**src/rtl/reg_file_sb_if.sv**
```systemverilog
// Bus bundle for reg_file_sb: two read ports, one write port, reservation and sweep status.
// The master modport drives addresses/write data; the slave modport is the register file side.
interface reg_file_sb_if #(
  parameter int DATA_W = 16,
  parameter int ADDR_W = 4
);
  logic [ADDR_W-1:0] Aaddr;
  logic [ADDR_W-1:0] Baddr;
  logic [DATA_W-1:0] A;
  logic [DATA_W-1:0] B;
  logic              A_rdy;
  logic              B_rdy;
  logic [ADDR_W-1:0] Caddr;
  logic [DATA_W-1:0] C;
  logic              Load;
  logic              Rsv;
  logic [ADDR_W-1:0] Rsv_addr;
  logic              Busy;

  modport master (
    output Aaddr, Baddr, Caddr, C, Load, Rsv, Rsv_addr,
    input  A, B, A_rdy, B_rdy, Busy
  );

  modport slave (
    input  Aaddr, Baddr, Caddr, C, Load, Rsv, Rsv_addr,
    output A, B, A_rdy, B_rdy, Busy
  );
endinterface

```
**src/rtl/reg_file_sb.sv**
```systemverilog
// Register file with two registered read ports, one write port, a pending-write scoreboard
// and a Clear-triggered zeroing sweep. Define REGFILE_BYPASS_EN to forward same-edge writes.
module reg_file_sb #(
  parameter int DATA_W  = 16,
  parameter int ADDR_W  = 4,
  parameter bit ZERO_R0 = 1'b0
) (
  input  logic          clk,
  input  logic          Clear,
  reg_file_sb_if.slave  bus
);
  localparam int              NUM_REGS = 1 << ADDR_W;
  localparam logic [ADDR_W:0] LAST_PTR = (ADDR_W + 1)'(NUM_REGS - 1);

  typedef enum logic {IDLE, SWEEP} state_t;

  state_t              r_state;
  logic [ADDR_W:0]     r_ptr;
  logic [NUM_REGS-1:0] r_pending;
  logic [DATA_W-1:0]   r_mem [NUM_REGS];

  logic              w_load_ok, w_rsv_ok;
  logic              w_a_zero, w_b_zero, w_a_fwd, w_b_fwd;
  logic [DATA_W-1:0] w_a_data, w_b_data;
  logic              w_a_rdy, w_b_rdy;

  assign w_load_ok = bus.Load && !(ZERO_R0 && bus.Caddr == '0);
  assign w_rsv_ok  = bus.Rsv  && !(ZERO_R0 && bus.Rsv_addr == '0);
  assign w_a_zero  = ZERO_R0 && bus.Aaddr == '0;
  assign w_b_zero  = ZERO_R0 && bus.Baddr == '0;

`ifdef REGFILE_BYPASS_EN
  assign w_a_fwd = w_load_ok && bus.Caddr == bus.Aaddr;
  assign w_b_fwd = w_load_ok && bus.Caddr == bus.Baddr;
`else
  assign w_a_fwd = 1'b0;
  assign w_b_fwd = 1'b0;
`endif

  // A forwarded write is ready unless a same-edge reservation re-marks it pending.
  assign w_a_data = w_a_zero ? '0 : (w_a_fwd ? bus.C : r_mem[bus.Aaddr]);
  assign w_b_data = w_b_zero ? '0 : (w_b_fwd ? bus.C : r_mem[bus.Baddr]);
  assign w_a_rdy  = w_a_zero | (w_a_fwd ? !(w_rsv_ok && bus.Rsv_addr == bus.Aaddr)
                                        : ~r_pending[bus.Aaddr]);
  assign w_b_rdy  = w_b_zero | (w_b_fwd ? !(w_rsv_ok && bus.Rsv_addr == bus.Baddr)
                                        : ~r_pending[bus.Baddr]);

  // NOTE: all state here uses non-blocking assignments so every read sees pre-edge values.
  // NOTE: r_mem is deliberately absent from the Clear branch; the sweep zeroes it one entry
  // per cycle so the array stays a plain RAM without a wide reset fan-out.
  always_ff @(posedge clk) begin
    if (Clear) begin
      r_state   <= SWEEP;
      r_ptr     <= '0;
      r_pending <= '0;
      bus.A     <= '0;
      bus.B     <= '0;
      bus.A_rdy <= 1'b0;
      bus.B_rdy <= 1'b0;
      bus.Busy  <= 1'b1;
    end else begin
      case (r_state)
        SWEEP: begin
          r_mem[r_ptr[ADDR_W-1:0]] <= '0;
          r_ptr     <= r_ptr + (ADDR_W + 1)'(1);
          bus.A     <= '0;
          bus.B     <= '0;
          bus.A_rdy <= 1'b0;
          bus.B_rdy <= 1'b0;
          if (r_ptr == LAST_PTR) begin
            r_state  <= IDLE;
            bus.Busy <= 1'b0;
          end
        end
        IDLE: begin
          // Reservation is assigned last so it wins over a same-address Load.
          if (w_load_ok) begin
            r_mem[bus.Caddr]     <= bus.C;
            r_pending[bus.Caddr] <= 1'b0;
          end
          if (w_rsv_ok) r_pending[bus.Rsv_addr] <= 1'b1;
          bus.A     <= w_a_data;
          bus.B     <= w_b_data;
          bus.A_rdy <= w_a_rdy;
          bus.B_rdy <= w_b_rdy;
          bus.Busy  <= 1'b0;
        end
        default: r_state <= IDLE;
      endcase
    end
  end
endmodule

```
**src/flat_wrapper.sv**
```systemverilog
// flat-port wrapper written by rule: the top's interface ports become plain ports
module reg_file_sb_flat 
#(
  parameter int DATA_W  = 16,
  parameter int ADDR_W  = 4,
  parameter bit ZERO_R0 = 1'b0
)
  (clk, Clear, bus_Aaddr, bus_Baddr, bus_Caddr, bus_C, bus_Load, bus_Rsv, bus_Rsv_addr, bus_A, bus_B, bus_A_rdy, bus_B_rdy, bus_Busy);
  reg_file_sb_if #(.DATA_W(DATA_W), .ADDR_W(ADDR_W)) bus_i ();
  input  logic clk;
  input  logic Clear;
  input wire logic [$bits(bus_i.Aaddr)-1:0] bus_Aaddr;
  input wire logic [$bits(bus_i.Baddr)-1:0] bus_Baddr;
  input wire logic [$bits(bus_i.Caddr)-1:0] bus_Caddr;
  input wire logic [$bits(bus_i.C)-1:0] bus_C;
  input wire logic [$bits(bus_i.Load)-1:0] bus_Load;
  input wire logic [$bits(bus_i.Rsv)-1:0] bus_Rsv;
  input wire logic [$bits(bus_i.Rsv_addr)-1:0] bus_Rsv_addr;
  output wire logic [$bits(bus_i.A)-1:0] bus_A;
  output wire logic [$bits(bus_i.B)-1:0] bus_B;
  output wire logic [$bits(bus_i.A_rdy)-1:0] bus_A_rdy;
  output wire logic [$bits(bus_i.B_rdy)-1:0] bus_B_rdy;
  output wire logic [$bits(bus_i.Busy)-1:0] bus_Busy;
  assign bus_i.Aaddr = bus_Aaddr;
  assign bus_i.Baddr = bus_Baddr;
  assign bus_i.Caddr = bus_Caddr;
  assign bus_i.C = bus_C;
  assign bus_i.Load = bus_Load;
  assign bus_i.Rsv = bus_Rsv;
  assign bus_i.Rsv_addr = bus_Rsv_addr;
  assign bus_A = bus_i.A;
  assign bus_B = bus_i.B;
  assign bus_A_rdy = bus_i.A_rdy;
  assign bus_B_rdy = bus_i.B_rdy;
  assign bus_Busy = bus_i.Busy;
  reg_file_sb #(.DATA_W(DATA_W), .ADDR_W(ADDR_W), .ZERO_R0(ZERO_R0)) u_core (.clk(clk), .Clear(Clear), .bus(bus_i));
endmodule
```
**config.mk**
```make
export PLATFORM = sky130hd
export DESIGN_NAME = reg_file_sb_flat
export DESIGN_NICKNAME = d
export VERILOG_FILES = /design/src/rtl/reg_file_sb_if.sv /design/src/rtl/reg_file_sb.sv /design/src/flat_wrapper.sv
export SDC_FILE = /design/constraint.sdc
export NUM_CORES = 1
export LEC_CHECK = 0
export CORE_MARGIN = 8
export CORE_UTILIZATION = 55
export CTS_BUF_LIST = sky130_fd_sc_hd__clkbuf_16
export DETAILED_ROUTE_END_ITERATION = 10
export MAX_ROUTING_LAYER = met4
export PLACE_DENSITY = 0.76
export SYNTH_ARGS = -nofsm -noshare
export SYNTH_HDL_FRONTEND = slang
export SYNTH_SLANG_ARGS = --single-unit
```
**constraint.sdc**
```tcl
create_clock -name clk -period 2.74 [get_ports clk]
set_input_delay 0.822 -clock clk [delete_from_list [all_inputs] [get_ports clk]]
set_output_delay 0.822 -clock clk [all_outputs]
set_load 0.005 [all_outputs]
```
## Word-level counts from Yosys, hierarchy flattened

Memories as Yosys holds them, arrays and structs flattened.
Cells that the tools add are included.

| cells by class | value |
|---|---|
| equality and inequality tests | 2 |
| mux-type cells | 30 |
| order comparisons | 6 |
| reduce and logical (&&, ||, !) cells | 3 |
| bitwise gates (word level) | 6 |
| add/subtract/negate cells | 1 |

Operator list:

| cell | count |
|---|---|
| $mux 16 | 5 |
| $pmux 16 s2 | 2 |
| $lt 4x5->1 const B | 4 |
| $and 16x16->16 | 1 |
| $not 16->16 | 1 |
| $or 16x16->16 | 1 |
| $reduce_or 16->1 | 1 |
| $mux 1 | 15 |
| $bmux 1 s4 | 2 |
| $demux 1 s4 | 2 |
| $ge 4x1->1 const B | 2 |
| $pmux 1 s2 | 3 |
| $add 5x1->5 const B | 1 |
| $eq 5x4->1 const B | 1 |
| $mux 4 | 1 |
| $not 1->1 | 3 |
| $logic_and 1x1->1 | 2 |
| $ne 2x2->1 const B | 1 |

| word-level totals | value |
|---|---|
| memory bits (writable) | 256 |
| memories kept | 1 |
| input bits | 36 |
| flip-flop bits (word level) | 57 |

Memories:

| name | words | bits a word | rd ports | clocked after Yosys merged registers in | write ports | line | RTL |
|---|---|---|---|---|---|---|---|
| u_core.r_mem | 16 | 16 | 2 | 0 | 1 | reg_file_sb.sv:20 | `logic [DATA_W-1:0] r_mem [NUM_REGS];` |

## Depth between registers and ports, before layout

Gate-level depths: netlist of the first run.

| logic depth | value |
|---|---|
| depth after elaboration | 11 |
| mapped depth | 7 |

## Worst setup path before layout of the first run

No wires, ideal clock.

| path | value |
|---|---|
| path kind | input to register |
| from | in bus_Caddr[2] |
| to | mem u_core.r_mem[11][0], enable pin |
| path buffers | 0 |
| required time | 2352 ps |
| arrival time | 2262 ps |
| setup slack | 90 ps |
| setup time | 388 ps |
| cell stages on the path | 4 |
| cell sequence | or3b_2 -> a21oi_1 -> nand2_1 -> nor2_1 |

| between the ends | value |
|---|---|
| longest elaborated chain between the ends | 1 |

RTL lines:

| what | line | RTL |
|---|---|---|
| start: declaration | flat_wrapper.sv:14 | `input wire logic [$bits(bus_i.Caddr)-1:0] bus_Caddr;` |
| $mux 4 (no source line) | -- |  |
| end: declaration | reg_file_sb.sv:20 |  |

Every way passes these cells.

## Worst setup path in the final report of the first run

| path | value |
|---|---|
| from | in bus_Load |
| to | mem u_core.r_mem[11][5], enable pin |

| between the ends | value |
|---|---|
| longest elaborated chain between the ends | 6 |
| elaborated cells between the ends (all ways) | 7 |
| classes of those cells | 6 x mux; 1 x reduce/logical |

RTL lines:

| what | line | RTL |
|---|---|---|
| start: declaration | flat_wrapper.sv:16 | `input wire logic [$bits(bus_i.Load)-1:0] bus_Load;` |
| $mux 1 (*) | reg_file_sb.sv:77 | `if (w_load_ok) begin` |
| $mux 1 (*) | reg_file_sb.sv:62 | `case (r_state)` |
| $mux 1 (*) | reg_file_sb.sv:52 | `if (Clear) begin` |
| $mux 1 (not written as such) (*) | reg_file_sb.sv:78 | `r_mem[bus.Caddr] <= bus.C;` |
| $reduce_or 16->1 (no source line) | -- |  |
| $mux 4 (no source line) / $mux 1 (equally long branches) | -- |  |

Every way passes the cells marked *; elsewhere a longest branch is shown, timed or not.

==> impl_metrics.toml, run 1 <==
[outcome]
status = "finished clean"

[synthesis]
yosysSeqAreaShare_pct = 61.1
yosysWarnings = 0
synth_nets = 1030
synth_compound_area_share_pct = 8.69
synth.avg_cell_area_um2 = 14.6
ys_ff_latch = 313
yosysUniqueCellTypes = 52
synth_edf_count = 256
synth-adder-area-share_pct = 0.173
async_reset_ff_share_pct = 0
netlist_area_mm2 = 0.0144
synthMuxAreaShare_pct = 19.8
synth_top_family_by_area = "multiplexers"
synth-xor-area-share_pct = 0.182
synth_flop_cell = "edfxtp_1"
yosys.area_share.simple_pct = 6.60
synthCells = 992

[global_route]
grt_pass1_wl_um = 59400
first_global_vias = 9841
track_usage_pct = 25.9
grt_max_degree = 28
overflow = 0
antenna_found_initial = 0

[placed_design]
dp_hpwl_um = 25900
dp_slack_ps = -577
io_buffers = 70
gp_congestion = 0.861

[die]
dieArea_mm2 = 0.0317
io_pins = 71
rows = 59
core_area_mm2 = 0.0259
die_w_um = 178
start_util_pct = 55.7
die_y_um = 178

[worst_hold_path]
min-delay-start = "u_core.bus.Busy"
hold_path_class = "register to register"

[power_and_ir_drop]
p_leak_nw = 6.58
internal-power_w = 0.00772
p_sw_share_pct = 22.3
p_clk_share_pct = 40.2
power_density_mw_per_mm2 = 575
power_frac_seq_pct = 52.0
pwr-share-comb_pct = 7.8
vdd_ir_drop_max_mv = 0.401
p_switching_w = 0.00221

[sta]
clock.fmax_mhz = 390
slew_violations = 0
hold_violations = 0
relSlewSlack_pct = 21.6
worstMarginPinSlew_ps = 1170
clock_skew_ps = 8.78
rsz0062_at_grt = "false"
tns_ps = 0
post-route-period-util_pct = 93.5
post-route-min-period_ps = 2560
fin_ws_ps = 179
setup_viol = 0

[worst_setup_path]
worst_ep_required_time_ps = 3000
cp.arrival_ps = 2820
r2r-end = "u_core.r_mem[11][5]"
worstSetupStartpointType = "input pin"
cp_common_cell = "buf_4"
r2r-start = "u_core.r_state"
worstPathCellList = "clkdlybuf4s50_1 -> buf_4 -> buf_4 -> or3b_2 -> a21oi_1 -> nand2_1 -> nor2_2 -> buf_12"
cp_num_cells = 8
crit_buf_inv = 4
cp-startpoint = "bus_Load"
cp-end-kind = "register"
r2r_cells = 6
cp_max_fo = 16
r2r_slack_ps = 440
cpPeakStageDelay_ps = 480
cp_top_family = "buffers and inverters"
path_class = "input pin to register"
crit_slowest_cell = "clkdlybuf4s50_1"
crit_end = "u_core.r_mem[11][5]"

[finish]
fillers = 1799
drive_gt1_share_pct = 20.1
antenna_cells = 0
num-nets-final = 1170
multi_input_area_mm2 = 0.00519
most-common-layout-cells = "256 x edfxtp_1, 194 x mux2i_1, 83 x a22oi_1"
layout_commonest_cell = "edfxtp_1"
synthToLayoutAreaGrowth_pct = 19.6
seq_area_mm2 = 0.00883

[routing]
drt_iter0_drc = 1036
wirelength_um = 40100
viasPerCell = 6.49
dr.pass1.iters = 5
vias = 9683
antenna_left = 0
drc = 0
wl_per_cell_um = 26.9

[cts]
cts_tree = "done"
hold_buffers = 0
cts_setup_buffers = 0
htree_num_levels = 1
cts_resized = 1
cts.sinks = 313
worstSkewPairLatency_ps = 560
cts.clk_slew.worst_paths_ps = 60
cts_made_buffers = 31
cts-root-buf = "clkbuf_16"
clk_path_buf_depth = 3

[flow_run]
cap_violations = 0
-- power by group through the flow --
stage	Sequential, W	Clock (W)	Combinational [W]
after global routing	0.00516	0.00421	0.000810
after detailed placement	0.00526	0	0.000759
after CTS	0.00516	0.00403	0.000763
final	0.00516	0.00399	0.000773
after global placement	0.00525	0	0.000748
after floorplan	0.00525	0	0.000468
-- cell usage after synthesis (5+ instances only) --
master      n  area (µm²)
a21oi_1    21         105
a22o_1     15         131
a22oi_1    83         623
and2_1     17         106
buf_2      19        95.1
buf_4       9        67.6
buf_6      14         158
clkbuf_1   21        78.8
dfxtp_1    57        1140
edfxtp_1  256        7690
mux2_2     11         124
mux2i_1   194        1940
mux4_2     34         766
nand2_1    44         165
nand2b_1   14        87.6
nand3_1    37         185
nor2_1     30         113
nor2b_1    18         113
o21ai_0    19        95.1
o21ai_1    14        70.1
o31ai_1    10        75.1
o31ai_2     5        62.6
-- through the flow --
| step | total power, W | utilization [%] | instance area [µm²] | hold slack, ps | instances |
|---|---|---|---|---|---|
| floorplan | 0.00572 | - | 14400 | 460 | 992 |
| CTS | 0.00995 | 66.6 | 17300 | 491 | 1492 |
| finish | 0.00992 | 66.6 | 17300 | 492 | 1492 |
| detailed placement | 0.00602 | 63.0 | 16300 | 476 | 1434 |
| global placement | 0.00600 | 63.0 | 16300 | 475 | 1434 |
| global route | 0.0102 | 66.6 | 17300 | 513 | 1492 |
-- sequential cells by signal, indices dropped and copies added (netlist names) --
signal / cells
u_core.bus.A_rdy: 1
u_core.r_state: 1
u_core.bus.B: 16
u_core.r_ptr: 5
u_core.bus.Busy: 1
u_core.bus.A: 16
u_core.r_pending: 16
u_core.r_mem: 256
u_core.bus.B_rdy: 1
-- worst min path at each step --
stage | endpoint | slack (ps) | cells past startpoint
final | u_core.bus.Busy | 490 | 1
after global routing | u_core.r_pending[5] | 510 | 2
after CTS | u_core.bus.Busy | 490 | 1
after detailed placement | u_core.bus.Busy | 480 | 1
after global placement | u_core.bus.Busy | 470 | 1
after floorplan | u_core.r_pending[1] | 460 | 2
-- final cells by class --
type	instances	area share [%]
Timing Repair Buffer	177	10.8
Multi-Input combinational cell	605	30.0
Sequential cell	313	51.1
Clock buffer	31	4.49
Inverter	4	0.0870
Tap cell	335	2.43
Clock inverter	27	1.01
-- kinds of logic (layout without fill, tap and decap cells) --
kind of cell | Yosys count | after routing
compound gates | 179 | 179
fa+ha+maj | 2 | 2
simple gates | 180 | 180
buf+inv | 74 | 239
mux | 241 | 241
xor+xnor | 3 | 3
flops | 313 | 313
-- metal layers --
layer | part of all wire (%) | track usage (%) | vias up
met1 | 40 | 33.1 | 4868
li1 | - | - | 4181
met2 | 48 | 41.4 | 538
met4 | 3.5 | 10.1 | 0
met3 | 8.9 | 3.85 | 96
met5 | 0 | - | -
(Power assumes the default switching activity.)
==> inputs of run 2 (changes only) <==
Settings changed: CELL_PAD_IN_SITES_DETAIL_PLACEMENT from default to 0, CELL_PAD_IN_SITES_GLOBAL_PLACEMENT from default to 2, CORE_UTILIZATION 55 to 40, PLACE_DENSITY 0.76 to 0.75, SETUP_SLACK_MARGIN from default to 0.1.
==> run 2 against run 1 <==
Net effect:
- via count decreased by 4.4%
- critical path type unchanged
- register-to-register slack better by 260 ps
- worst hold slack lost 2.3 ps
- core utilization is 17 points lower
- clock-buffer cell count grew 6
- die area rose by 34%
- sequential cell count is the same
- maximum frequency grew 1.9%
- clock skew rose by 11 ps
- global-route usage fell by 5.7 points
- non-clock buffer count down 7
- wire length up 4.3%
==> impl_metrics.toml, run 2 (synthesis results as in run 1) <==
[outcome]
status = "finished clean"

[global_route]
overflow = 0
grt_pass1_wl_um = 62000
track_usage_pct = 20.2
grt_max_degree = 29
antenna_found_initial = 0
first_global_vias = 9705

[cts]
cts_made_buffers = 36
cts.sinks = 313
worstSkewPairLatency_ps = 520
cts-root-buf = "clkbuf_16"
cts_tree = "done"
clk_path_buf_depth = 3
hold_buffers = 0
cts.clk_slew.worst_paths_ps = 60
cts_resized = 0
cts_setup_buffers = 0
htree_num_levels = 2

[sta]
slew_violations = 0
setup_viol = 0
clock.fmax_mhz = 398
hold_violations = 0
rsz0062_at_grt = "false"
post-route-period-util_pct = 91.7
tns_ps = 0
relSlewSlack_pct = 60.2
clock_skew_ps = 20.2
post-route-min-period_ps = 2510
worstMarginPinSlew_ps = 594

[flow_run]
cap_violations = 0

[finish]
multi_input_area_mm2 = 0.00520
fillers = 3085
synthToLayoutAreaGrowth_pct = 23.5
largest-register = "u_core.r_mem"
most-common-layout-cells = "256 x edfxtp_1, 194 x mux2i_1, 83 x a22oi_1"
layout_commonest_cell = "edfxtp_1"
seq_area_mm2 = 0.00883
drive_gt1_share_pct = 21.2
num-nets-final = 1168
antenna_cells = 0
largest_reg_flops = 256
instances_no_fill = 1619

[die]
io_pins = 71
core_area_mm2 = 0.0356
die_w_um = 206
rows = 69
dieArea_mm2 = 0.0424
start_util_pct = 40.6
die_y_um = 206

[placed_design]
dp_hpwl_um = 27400
io_buffers = 70
post-place-cells = 1553
gp_congestion = 0.779

[power_and_ir_drop]
power_density_mw_per_mm2 = 607
vdd_ir_drop_max_mv = 0.499
report.power.total_w = 0.0108
p_leak_nw = 6.71

[worst_setup_path]
worstSetupStartpointType = "input pin"
cp-end-kind = "register"
r2r-start = "u_core.r_state"
worstPathCellList = "clkdlybuf4s50_1 -> or3b_2 -> a21oi_1 -> nand2_1 -> nor2_2 -> buf_4"
cp_max_fo = 10
cpPeakStageDelay_ps = 600
r2r_cells = 5
cp.arrival_ps = 2720
crit_buf_inv = 2
crit_slowest_cell = "clkdlybuf4s50_1"
r2r_slack_ps = 700
path_class = "input pin to register"
worst_ep_required_time_ps = 2950
cp_top_family = "buffers and inverters"
r2r-end = "u_core.r_mem[11][13]"

[routing]
wl_per_cell_um = 25.9
antenna_left = 0
viasPerCell = 5.72
dr.pass1.iters = 5
wirelength_um = 41900
drt_iter0_drc = 715
drc = 0
vias = 9256

[worst_hold_path]
whs_endpoint = "u_core.r_pending[6]"
min-delay-start = "u_core.r_pending[6]"
holdPathStages = 2
hold_path_class = "register to register"
[run 2: changes by cell type in the layout (fill, tap and decap cells not counted), moves of 4 or more]
| cell | before | now |
|---|---|---|
| buf_12 | 29 | 43 |
| clkinv_2 | 4 | 10 |
| clkbuf_16 | 31 | 37 |
| clkinv_1 | 6 | 2 |
| buf_4 | 78 | 57 |
| inv_1 | 15 | 7 |
[run 2: metal layers]
layer / share of wire [%] / vias up / global-route usage [%]
met4: 2.3 / 0 / 5.65
met5: 0 / - / -
li1: - / 4181 / -
met2: 49 / 285 / 33.2
met3: 5.5 / 69 / 3.48
met1: 43 / 4721 / 25.6
[run 2: layout make-up]
type,instances,share of cell area [%]
flip-flops and latches,313,49.5
multi-input cells,605,29.2
repair buffers,170,11.2
clock buffers,37,5.19
well taps,461,3.23
clock inverters,29,1.64
inverters,4,0.0842
[run 2: worst min-delay path: stages, from the launching register on]
cell and delay, ps:
dfxtp_1 310, o21ai_0 70, a21oi_1 60
[run 2: worst max-delay path by stage]
stage / startpoint / end / slack, ps / depth (start not counted)
final: bus_Load / u_core.r_mem[11][13] / 230 / 6
after global routing: bus_Load / u_core.r_mem[11][13] / 110 / 6
after CTS: bus_Load / u_core.r_mem[10][0] / 220 / 6
after detailed placement: bus_Load / u_core.r_mem[11][10] / -330 / 6
after global placement: bus_Load / u_core.r_mem[11][10] / -320 / 6
after floorplan: bus_Caddr[2] / u_core.r_mem[11][0] / 90 / 4
[run 2: power by group]
group	total [W]	internal, W	switching (W)
Sequential	0.00516	0.00513	0.0000248
Clock	0.00490	0.00295	0.00195
Combinational	0.000768	0.000351	0.000417
[run 2: through the flow]
step / hold slack (ps) / util [%] / area (µm²) / setup WS [ps]
after floorplan: 460 / - / 14400 / 89.9
after global placement: 478 / 46.7 / 16600 / -319
after detailed placement: 484 / 46.7 / 16600 / -326
after CTS: 493 / 50.1 / 17800 / 217
after global routing: 516 / 50.1 / 17800 / 115
final: 489 / 50.1 / 17800 / 227
